--- src/rtl/exc_ctrl_pkg.sv ---
// Shared types and constants for the exception/flush controller.
// Holds the FSM state encoding, event kinds, MIPS ExcCodes and the EPC helper.
package exc_ctrl_pkg;

    typedef enum logic [1:0] {
        ST_IDLE,
        ST_DRAIN,
        ST_COMMIT,
        ST_REDIRECT
    } exc_state_t;

    typedef enum logic [1:0] {
        EV_INT,
        EV_EXC,
        EV_ERET
    } exc_kind_t;

    localparam logic [4:0] EXCCODE_INT  = 5'h00;
    localparam logic [4:0] EXCCODE_ADEL = 5'h04;
    localparam logic [4:0] EXCCODE_ADES = 5'h05;
    localparam logic [4:0] EXCCODE_SYS  = 5'h08;
    localparam logic [4:0] EXCCODE_BP   = 5'h09;
    localparam logic [4:0] EXCCODE_RI   = 5'h0a;
    localparam logic [4:0] EXCCODE_OV   = 5'h0c;

    localparam logic [31:0] EXC_VECTOR_DEFAULT = 32'hBFC00380;

    // A delay-slot instruction restarts at its branch, one word earlier.
    function automatic logic [31:0] epc_of(input logic [31:0] pc, input logic bd);
        return bd ? (pc - 32'd4) : pc;
    endfunction

endpackage

--- src/rtl/exc_outst_counter.sv ---
// Saturating up/down counter of outstanding data-SRAM transactions.
// An issue and a response in the same cycle cancel; overflow/underflow attempts hold.
module exc_outst_counter #(
    parameter int OUTST_W = 3
) (
    input  logic               clk,
    input  logic               reset,
    input  logic               i_inc,
    input  logic               i_dec,
    output logic [OUTST_W-1:0] o_count,
    output logic               o_zero,
    output logic               o_full
);

    localparam logic [OUTST_W-1:0] CNT_MAX = {OUTST_W{1'b1}};

    logic [OUTST_W-1:0] r_count;

    assign o_count = r_count;
    assign o_zero  = (r_count == '0);
    assign o_full  = (r_count == CNT_MAX);

    always_ff @(posedge clk or posedge reset) begin
        if (reset) begin
            r_count <= '0;
        end else if (i_inc && !i_dec && !o_full) begin
            r_count <= r_count + 1'b1;
        end else if (i_dec && !i_inc && !o_zero) begin
            r_count <= r_count - 1'b1;
        end
    end

endmodule

--- src/rtl/exc_flush_ctrl.sv ---
// Exception/interrupt/ERET redirect sequencer: block issue, drain, commit CP0, flush, redirect IF.
// Optional EXC_CTRL_DIV_ABORT_EN: abort the divider on drain entry instead of waiting for it.
module exc_flush_ctrl
    import exc_ctrl_pkg::*;
#(
    parameter logic [31:0] EXC_VECTOR = EXC_VECTOR_DEFAULT,
    parameter int          OUTST_W    = 3
) (
    input  logic        clk,
    input  logic        reset,
    input  logic        mem_valid,
    input  logic [31:0] mem_pc,
    input  logic        mem_bd,
    input  logic        exc_req,
    input  logic [4:0]  exc_code,
    input  logic        exc_badv_valid,
    input  logic [31:0] exc_badvaddr,
    input  logic        int_pending,
    input  logic        eret_req,
    input  logic [31:0] cp0_epc,
    input  logic        mem_issue,
    input  logic        mem_done,
    input  logic        div_busy,
    input  logic        redirect_ready,
    output logic        busy,
    output logic        mem_issue_block,
    output logic        flush,
    output logic        cp0_commit,
    output logic        cp0_eret,
    output logic [4:0]  cp0_exc_code,
    output logic [31:0] cp0_epc_wdata,
    output logic        cp0_bd,
    output logic [31:0] cp0_badvaddr,
    output logic        cp0_badv_wen,
    output logic        div_abort,
    output logic        redirect_valid,
    output logic [31:0] redirect_pc
);

    exc_state_t         r_state;
    exc_state_t         w_next_state;
    exc_kind_t          r_kind;
    logic [4:0]         r_code;
    logic [31:0]        r_epc;
    logic               r_bd;
    logic               r_badv_valid;
    logic [31:0]        r_badvaddr;
    logic [31:0]        r_target;

    logic [OUTST_W-1:0] w_count;
    logic               w_zero;
    logic               w_full;
    logic               w_take;
    logic               w_need_drain;
    logic               w_drain_done;

    exc_outst_counter #(
        .OUTST_W (OUTST_W)
    ) u_outst (
        .clk     (clk),
        .reset   (reset),
        .i_inc   (mem_issue),
        .i_dec   (mem_done),
        .o_count (w_count),
        .o_zero  (w_zero),
        .o_full  (w_full)
    );

    assign w_take       = (r_state == ST_IDLE) && mem_valid && (int_pending || exc_req || eret_req);
    assign w_need_drain = (w_count != '0) || div_busy;

`ifdef EXC_CTRL_DIV_ABORT_EN
    logic r_div_abort;

    // The divider is killed on drain entry, so draining only waits on memory.
    always_ff @(posedge clk or posedge reset) begin
        if (reset) begin
            r_div_abort <= 1'b0;
        end else begin
            r_div_abort <= w_take && w_need_drain && div_busy;
        end
    end

    assign div_abort    = r_div_abort;
    assign w_drain_done = w_zero;
`else
    assign div_abort    = 1'b0;
    assign w_drain_done = w_zero && !div_busy;
`endif

    always_ff @(posedge clk or posedge reset) begin
        if (reset) begin
            r_state <= ST_IDLE;
        end else begin
            r_state <= w_next_state;
        end
    end

    always_comb begin
        w_next_state = r_state;
        case (r_state)
            ST_IDLE:     if (w_take) w_next_state = w_need_drain ? ST_DRAIN : ST_COMMIT;
            ST_DRAIN:    if (w_drain_done) w_next_state = ST_COMMIT;
            ST_COMMIT:   w_next_state = ST_REDIRECT;
            ST_REDIRECT: if (redirect_ready) w_next_state = ST_IDLE;
            default:     w_next_state = ST_IDLE;
        endcase
    end

    // Event context is frozen at capture so CP0 and IF see values from the faulting instruction.
    always_ff @(posedge clk or posedge reset) begin
        if (reset) begin
            r_kind       <= EV_INT;
            r_code       <= 5'h00;
            r_epc        <= 32'h0;
            r_bd         <= 1'b0;
            r_badv_valid <= 1'b0;
            r_badvaddr   <= 32'h0;
            r_target     <= EXC_VECTOR;
        end else if (w_take) begin
            r_epc      <= epc_of(mem_pc, mem_bd);
            r_bd       <= mem_bd;
            r_badvaddr <= exc_badvaddr;
            if (int_pending) begin
                r_kind       <= EV_INT;
                r_code       <= EXCCODE_INT;
                r_badv_valid <= 1'b0;
                r_target     <= EXC_VECTOR;
            end else if (exc_req) begin
                r_kind       <= EV_EXC;
                r_code       <= exc_code;
                r_badv_valid <= exc_badv_valid;
                r_target     <= EXC_VECTOR;
            end else begin
                r_kind       <= EV_ERET;
                r_code       <= EXCCODE_INT;
                r_badv_valid <= 1'b0;
                r_target     <= cp0_epc;
            end
        end
    end

    always_comb begin
        busy            = (r_state != ST_IDLE);
        mem_issue_block = (r_state != ST_IDLE) || w_full;
        flush           = (r_state == ST_COMMIT);
        cp0_commit      = (r_state == ST_COMMIT) && (r_kind != EV_ERET);
        cp0_eret        = (r_state == ST_COMMIT) && (r_kind == EV_ERET);
        cp0_badv_wen    = (r_state == ST_COMMIT) && r_badv_valid;
        cp0_exc_code    = r_code;
        cp0_epc_wdata   = r_epc;
        cp0_bd          = r_bd;
        cp0_badvaddr    = r_badvaddr;
        redirect_valid  = (r_state == ST_REDIRECT);
        redirect_pc     = r_target;
    end

endmodule

--- config.mk ---
export PLATFORM = sky130hd
export DESIGN_NAME = exc_flush_ctrl
export DESIGN_NICKNAME = d
export VERILOG_FILES = /design/src/rtl/exc_ctrl_pkg.sv /design/src/rtl/exc_outst_counter.sv /design/src/rtl/exc_flush_ctrl.sv
export SDC_FILE = /design/constraint.sdc
export NUM_CORES = 1
export LEC_CHECK = 0
export ABC_CLOCK_PERIOD_IN_PS = 3700
export CORE_ASPECT_RATIO = 1.4
export CORE_MARGIN = 8
export CORE_UTILIZATION = 42
export DETAILED_ROUTE_END_ITERATION = 8
export GPL_TIMING_DRIVEN = 1
export PLACE_DENSITY_LB_ADDON = 0.15
export SETUP_SLACK_MARGIN = 0.1
export SLEW_MARGIN = 20
export SYNTH_ARGS = -nofsm -noshare
export SYNTH_HDL_FRONTEND = slang
export SYNTH_HIERARCHICAL = 1
export SYNTH_SLANG_ARGS = --single-unit
--- constraint.sdc ---
create_clock -name clk -period 3.7 [get_ports clk]
set_clock_uncertainty 0.15 [all_clocks]
set_input_delay 0.37 -clock clk [delete_from_list [all_inputs] [get_ports clk]]
set_output_delay 0.37 -clock clk [all_outputs]
set_load 0.02 [all_outputs]
==> results of run 1 <==
==> cell families (layout without fill, tap and decap cells) <==
group                      count (synthesis)  count (layout)  share of synthesized area [%]
other                                      1               1                        0.07699
muxes                                      1               1                         0.2312
DFF                                      110             110                          56.82
xor gates and xnor gates                  27              27                          4.855
adders and majority gates                  7               7                          1.952
AOI/OAI and AO/OA                         89              89                          13.28
buffers and inverters                     40             254                          3.159
and+or+nand+nor                          211             211                          19.63
==> Yosys cell counts, types with 3 or more instances <==
library cell / count
o21ai_1: 28
nand2b_1: 7
xnor2_1: 22
a31oi_1: 5
or3_1: 6
dfstp_2: 12
clkbuf_1: 26
xor2_1: 5
o22a_1: 12
nor2_1: 10
dfrtp_1: 98
nand2_1: 143
nor3b_1: 3
inv_1: 12
nor3_1: 14
ha_1: 6
nor4_1: 10
a22o_1: 26
o21ai_0: 3
==> stage by stage <==
stage	setup WS [ns]	area (sq um)	total power (uW)	utilization [%]
after global placement	0.7168	7231	5085	63.77
after CTS	1.058	7523	6142	66.35
after detailed placement	0.6669	7231	5167	63.77
after global routing	0.9258	7523	6451	66.35
after floorplan	0.3826	4871	3623	-
final	1.027	7523	6065	66.35
==> path summary, 6_finish.rpt <==
kind | slack [ns] | from | cells past startpoint | to
max in group asynchronous | 2.26 | reset | 3 | redirect_pc[9]
max reg2reg | 1.28 | r_state[1] | 7 | r_state[0]
min reg2reg | 0.33 | cp0_badvaddr[8] | 2 | cp0_badvaddr[8]
min in group clk | 0.33 | cp0_badvaddr[8] | 2 | cp0_badvaddr[8]
min | 0.13 | reset | 2 | u_outst/o_count[0]
max | 1.03 | mem_pc[27] | 6 | cp0_epc_wdata[31]
==> per-layer routing <==
metal / up-vias / track usage [%] / share of wire [%] / routed length, um
li1: 2075 / - / - / -
met3: 23 / 7.306 / 9.2 / 1369
met4: 0 / 7.361 / 2.1 / 320
met1: 2069 / 21.96 / 39 / 5795
met5: - / 0 / 0 / 0
met2: 172 / 33.02 / 50 / 7409
==> cell type report <==
cell class,instances,area share [%]
multi-input combinational,336,26.23
clock inverter,5,0.5155
clock buffer,11,3.376
inverter,12,0.6320
timing repair buffer,226,30.07
sequential,110,36.79
tap,144,2.395
==> registers in the layout, summed over array words and instances, names as in the netlist <==
| signal | cells |
|---|---|
| cp0_badvaddr | 32 |
| cp0_epc_wdata | 32 |
| redirect_pc | 32 |
| cp0_exc_code | 5 |
| u_outst/o_count | 3 |
| r_kind | 2 |
| r_state | 2 |
| cp0_bd | 1 |
| r_badv_valid | 1 |
==> where the power goes <==
group          internal [uW]  switching [uW]  total [uW]
Combinational           1440            1560        3000
Clock                    505             452         957
Sequential              1790             320        2110
==> worst max-delay path, cell delays in order <==
cell and delay [ns]:
clkdlybuf4s50_1 0.46, or4_4 0.53, or4b_1 0.51, or3_1 0.34, or4_1 0.40, a31oi_1 0.18
==> impl_metrics.json, run 1 <==
{
  "status": "finished clean",
  "synth_area_sq_mm": 0.004871,
  "rows": 46,
  "route.detailed.drc": 0,
  "die_y_um": 143.4,
  "clk_latency_ns": 0.35,
  "slew_headroom_pct": 32.32,
  "grt_pass1_vias": 4442,
  "synth_top_area_cell": "dfrtp_1",
  "ys.flop_type": "dfrtp_1",
  "clock_sinks": 110,
  "hold_path.class": "input pin to asynchronous set/reset pin",
  "ir_drop_mv": 0.3611,
  "clkTransAtPathRegs_ns": 0.07,
  "synth_edf_count": 0,
  "drt-initial-drc-count": 126,
  "ios": 223,
  "ys_seq_area_share_pct": 56.82,
  "drt_wl_total_um": 14900,
  "drv_cap": 0,
  "synth_cells": 486,
  "gp_congestion": 0.8404,
  "critPathMaxFanout": 3,
  "grt_pass1_wl_um": 23690,
  "cellPowerDensity_mw_per_mm2": 806.1,
  "viasPerCell": 5.141,
  "postCtsHoldBufs": 0,
  "grt.overflow.total": 0,
  "tightest_slew_ns": 1.015,
  "timing.hold.ws_ns": 0.1334,
  "io_buffers": 221,
  "tns_ns": 0,
  "grt_max_degree": 59,
  "cts_resized": 0,
  "die-area_sq_mm": 0.01535,
  "min_period_over_period_pct": 72.24,
  "cts_max_level": 3,
  "die_x_um": 107.0,
  "dpl.hpwl_um": 11530,
  "multi_input_area_sq_mm": 0.001973,
  "area_delta_synth_final_pct": 54.46,
  "cts_tree": "yes",
  "drive_gt1_share_pct": 6.000,
  "coreArea_sq_mm": 0.01134,
  "fmax_ghz": 0.3741,
  "cp.required_ns": 3.82,
  "p_leak_uw": 0.003234,
  "setup_viol": 0,
  "crit_arrival_ns": 2.79,
  "rsz0062_at_grt": "false",
  "start_util_pct": 42.96,
  "drt_first_pass_iters": 4,
  "cts.path.max_buffers": 2,
  "antenna_found_initial": 0,
  "place_inst": 828,
  "final_common_cell": "clkdlybuf4s50_1",
  "synth_warnings": 6,
  "hold_viol": 0,
  "crit_path_end_kind": "flip-flop",
  "diodes": 0,
  "num_vias": 4339,
  "postCtsSetupBuffers": 0,
  "final_nets": 815,
  "syn-num-nets": 606,
  "synth_top_area_share_pct": 50.35,
  "ys_seq_elements": 110,
  "cp-start-kind": "input pin",
  "worstSetupPathType": "input pin to flip-flop",
  "fin_crit_ns": 2.673,
  "wl_per_cell_um": 17.65,
  "cts-root-buf": "clkbuf_16",
  "stdcell_count": 844,
  "async_reset_ff_share_pct": 100.0,
  "synth_cell_types": 53,
  "grt_usage_pct": 19.59,
  "cts_buffers": 9,
  "layout_common_cells": "clkdlybuf4s50_1, nand2_1, dfrtp_1",
  "ant_nets": 0,
  "syn_avg_cell_area_sq_um": 10.02,
  "seq_area_sq_mm": 0.002768,
  "nFillCells": 897,
  "synth_area_leaders": "dfrtp_1, nand2_1, dfstp_2",
  "slew_viol_final": 0
}
Power figures use the tool's default switching activity.
==> run 2: changes to the inputs <==
--- a/config.mk
+++ b/config.mk
@@ -5,7 +5,7 @@
 export SDC_FILE = /design/constraint.sdc
 export NUM_CORES = 1
 export LEC_CHECK = 0
-export ABC_CLOCK_PERIOD_IN_PS = 3700
+export ABC_CLOCK_PERIOD_IN_PS = 2700
 export CORE_ASPECT_RATIO = 1.4
 export CORE_MARGIN = 8
 export CORE_UTILIZATION = 42
==> constraint.sdc (replaced) <==
create_clock -name clk -period 2.7 [get_ports clk]
set_clock_uncertainty 0.15 [all_clocks]
set_input_delay 0.27 -clock clk [delete_from_list [all_inputs] [get_ports clk]]
set_output_delay 0.27 -clock clk [all_outputs]
set_load 0.02 [all_outputs]
==> run 2 against run 1 <==
Effect of this change: non-clock buffer count grew 9; count of clock-buffer cells in the layout shrank 2; global-route usage is 0.25 points lower; combinational power up 38%; final area increased by 1.3%; largest cell class unchanged; sequential cell count did not move; sequential power up 37%; sequential share of layout area fell by 0.48 points; core utilization is 0.87 points higher; via count decreased by 0.81%; hold slack lost 0.11 ns.
==> impl_metrics.json, run 2 (same netlist as run 1, synthesis figures left out) <==
{
  "status": "finished clean",
  "min_period_over_period_pct": 94.18,
  "gp_congestion": 0.8229,
  "grt_pass1_vias": 4555,
  "io_buffers": 221,
  "die_x_um": 107.0,
  "ios": 223,
  "nFillCells": 927,
  "slew_viol_final": 0,
  "cts-root-buf": "clkbuf_16",
  "crit_chain": "clkdlybuf4s50_1 -> or4_4 -> or4b_4 -> or3_4 -> or4_1 -> a31oi_1",
  "tightest_slew_ns": 1.054,
  "diodes": 0,
  "place_inst": 837,
  "die-area_sq_mm": 0.01535,
  "fin_crit_ns": 2.543,
  "clk_latency_ns": 0.34,
  "ant_nets": 0,
  "max_stage_delay_ns": 0.55,
  "critPathBufInv": 1,
  "cts_tree": "yes",
  "timing.hold.ws_ns": 0.02326,
  "start_util_pct": 42.96,
  "r2r-end": "cp0_epc_wdata[6]",
  "wl_per_cell_um": 17.61,
  "cp_num_cells": 6,
  "fin_util_pct": 67.23,
  "hold_path.class": "input pin to asynchronous set/reset pin",
  "rrSetupSlack_ns": 0.34,
  "cp-start-kind": "input pin",
  "drive_gt1_share_pct": 7.345,
  "rows": 46,
  "viasPerCell": 5.052,
  "crit_path_end_kind": "flip-flop",
  "cellPowerDensity_mw_per_mm2": 1095,
  "rsz0062_at_grt": "false",
  "p_total_uw": 8347,
  "slew_headroom_pct": 29.72,
  "drt-initial-drc-count": 228,
  "stdcell_count": 852,
  "ir_drop_mv": 0.5898,
  "grt.overflow.total": 0,
  "route.detailed.drc": 0,
  "drv_cap": 0,
  "dpl.hpwl_um": 11500,
  "r2r_start": "r_state[0]",
  "area_delta_synth_final_pct": 56.49,
  "crit_family": "simple AND/OR/NAND/NOR gates",
  "cp.required_ns": 2.81,
  "num_vias": 4304,
  "crit_slowest_cell": "or4_4",
  "worstSetupPathType": "input pin to flip-flop",
  "drt_first_pass_iters": 4,
  "p_leak_uw": 0.003285,
  "cts_buffers": 9,
  "antenna_found_initial": 0,
  "cts_max_level": 3,
  "cts.path.max_buffers": 2,
  "setup_viol": 0,
  "clkTransAtPathRegs_ns": 0.07,
  "hold_viol": 0,
  "rr_worst_depth": 4,
  "final_common_cell": "clkdlybuf4s50_1",
  "critPathMaxFanout": 2,
  "coreArea_sq_mm": 0.01134,
  "crit_end": "cp0_epc_wdata[31]",
  "grt_usage_pct": 19.34,
  "fmax_ghz": 0.3932,
  "die_y_um": 143.4,
  "drt_wl_total_um": 15000,
  "layout_common_cells": "clkdlybuf4s50_1, nand2_1, dfrtp_1",
  "critPathLaunch": "mem_pc[25]",
  "crit_arrival_ns": 2.65,
  "grt_pass1_wl_um": 23400,
  "grt_max_degree": 105,
  "postCtsHoldBufs": 0,
  "clock_sinks": 110,
  "final_nets": 824
}
-- run 2: layer usage --
metal	routed length, um	global-route usage (%)	part of all wire [%]
met1	5774	21.09	38
met2	7582	33.38	51
met3	1214	6.858	8.1
met4	429	7.658	2.9
met5	0	0	0
-- run 2: worst min-delay path by stage --
stage / cells after the start / start / to / slack, ns
floorplan: 1 / reset / u_outst/o_count[0] / -0.13
global placement: 2 / cp0_badvaddr[28] / cp0_badvaddr[28] / 0.31
detailed placement: 2 / cp0_badvaddr[1] / cp0_badvaddr[1] / 0.31
CTS: 2 / reset / u_outst/o_count[1] / 0.02
global route: 2 / reset / u_outst/o_count[0] / 0.03
finish: 2 / reset / u_outst/o_count[1] / 0.02
-- run 2: report_power, final --
part           switching [uW]  internal, uW  leakage [uW]
clock                     575           713      0.000139
combinational            2160          1990       0.00177
sequential                455          2450       0.00137
-- run 2: worst reg2reg max path, delay by kind of cell, from the launching register on --
family	cells	cell delay, ns
AOI/OAI and AO/OA	2	1.14
buffers and inverters	1	0.14
DFF	1	0.41
adders and majority gates	1	0.35
-- run 2: final cells by class --
class	count	area, sq um	area share [%]
Inverter	12	48.80	0.6402
Multi-Input combinational cell	336	1982	26.00
Sequential cell	110	2768	36.31
Clock inverter	6	63.81	0.8372
Clock buffer	9	225.2	2.955
Tap cell	144	180.2	2.364
Timing Repair Buffer	235	2355	30.89
-- run 2: repair_timing --
action                                 4_1_cts  5_1_grt
endpoints found under the hold margin        0        0
setup buffers                                0        0
setup endpoints to repair                    0        1
resized for setup                            0        2
-- run 2: stage by stage --
| step | setup TNS (ns) | area [sq um] | setup slack, ns |
|---|---|---|---|
| after global routing | 0 | 7622 | 0.1078 |
| after CTS | 0 | 7614 | 0.1443 |
| after detailed placement | -0.2098 | 7325 | -0.2098 |
| after global placement | -0.1947 | 7325 | -0.1947 |
| final | 0 | 7622 | 0.1570 |
| after floorplan | 0 | 4875 | 0.3429 |
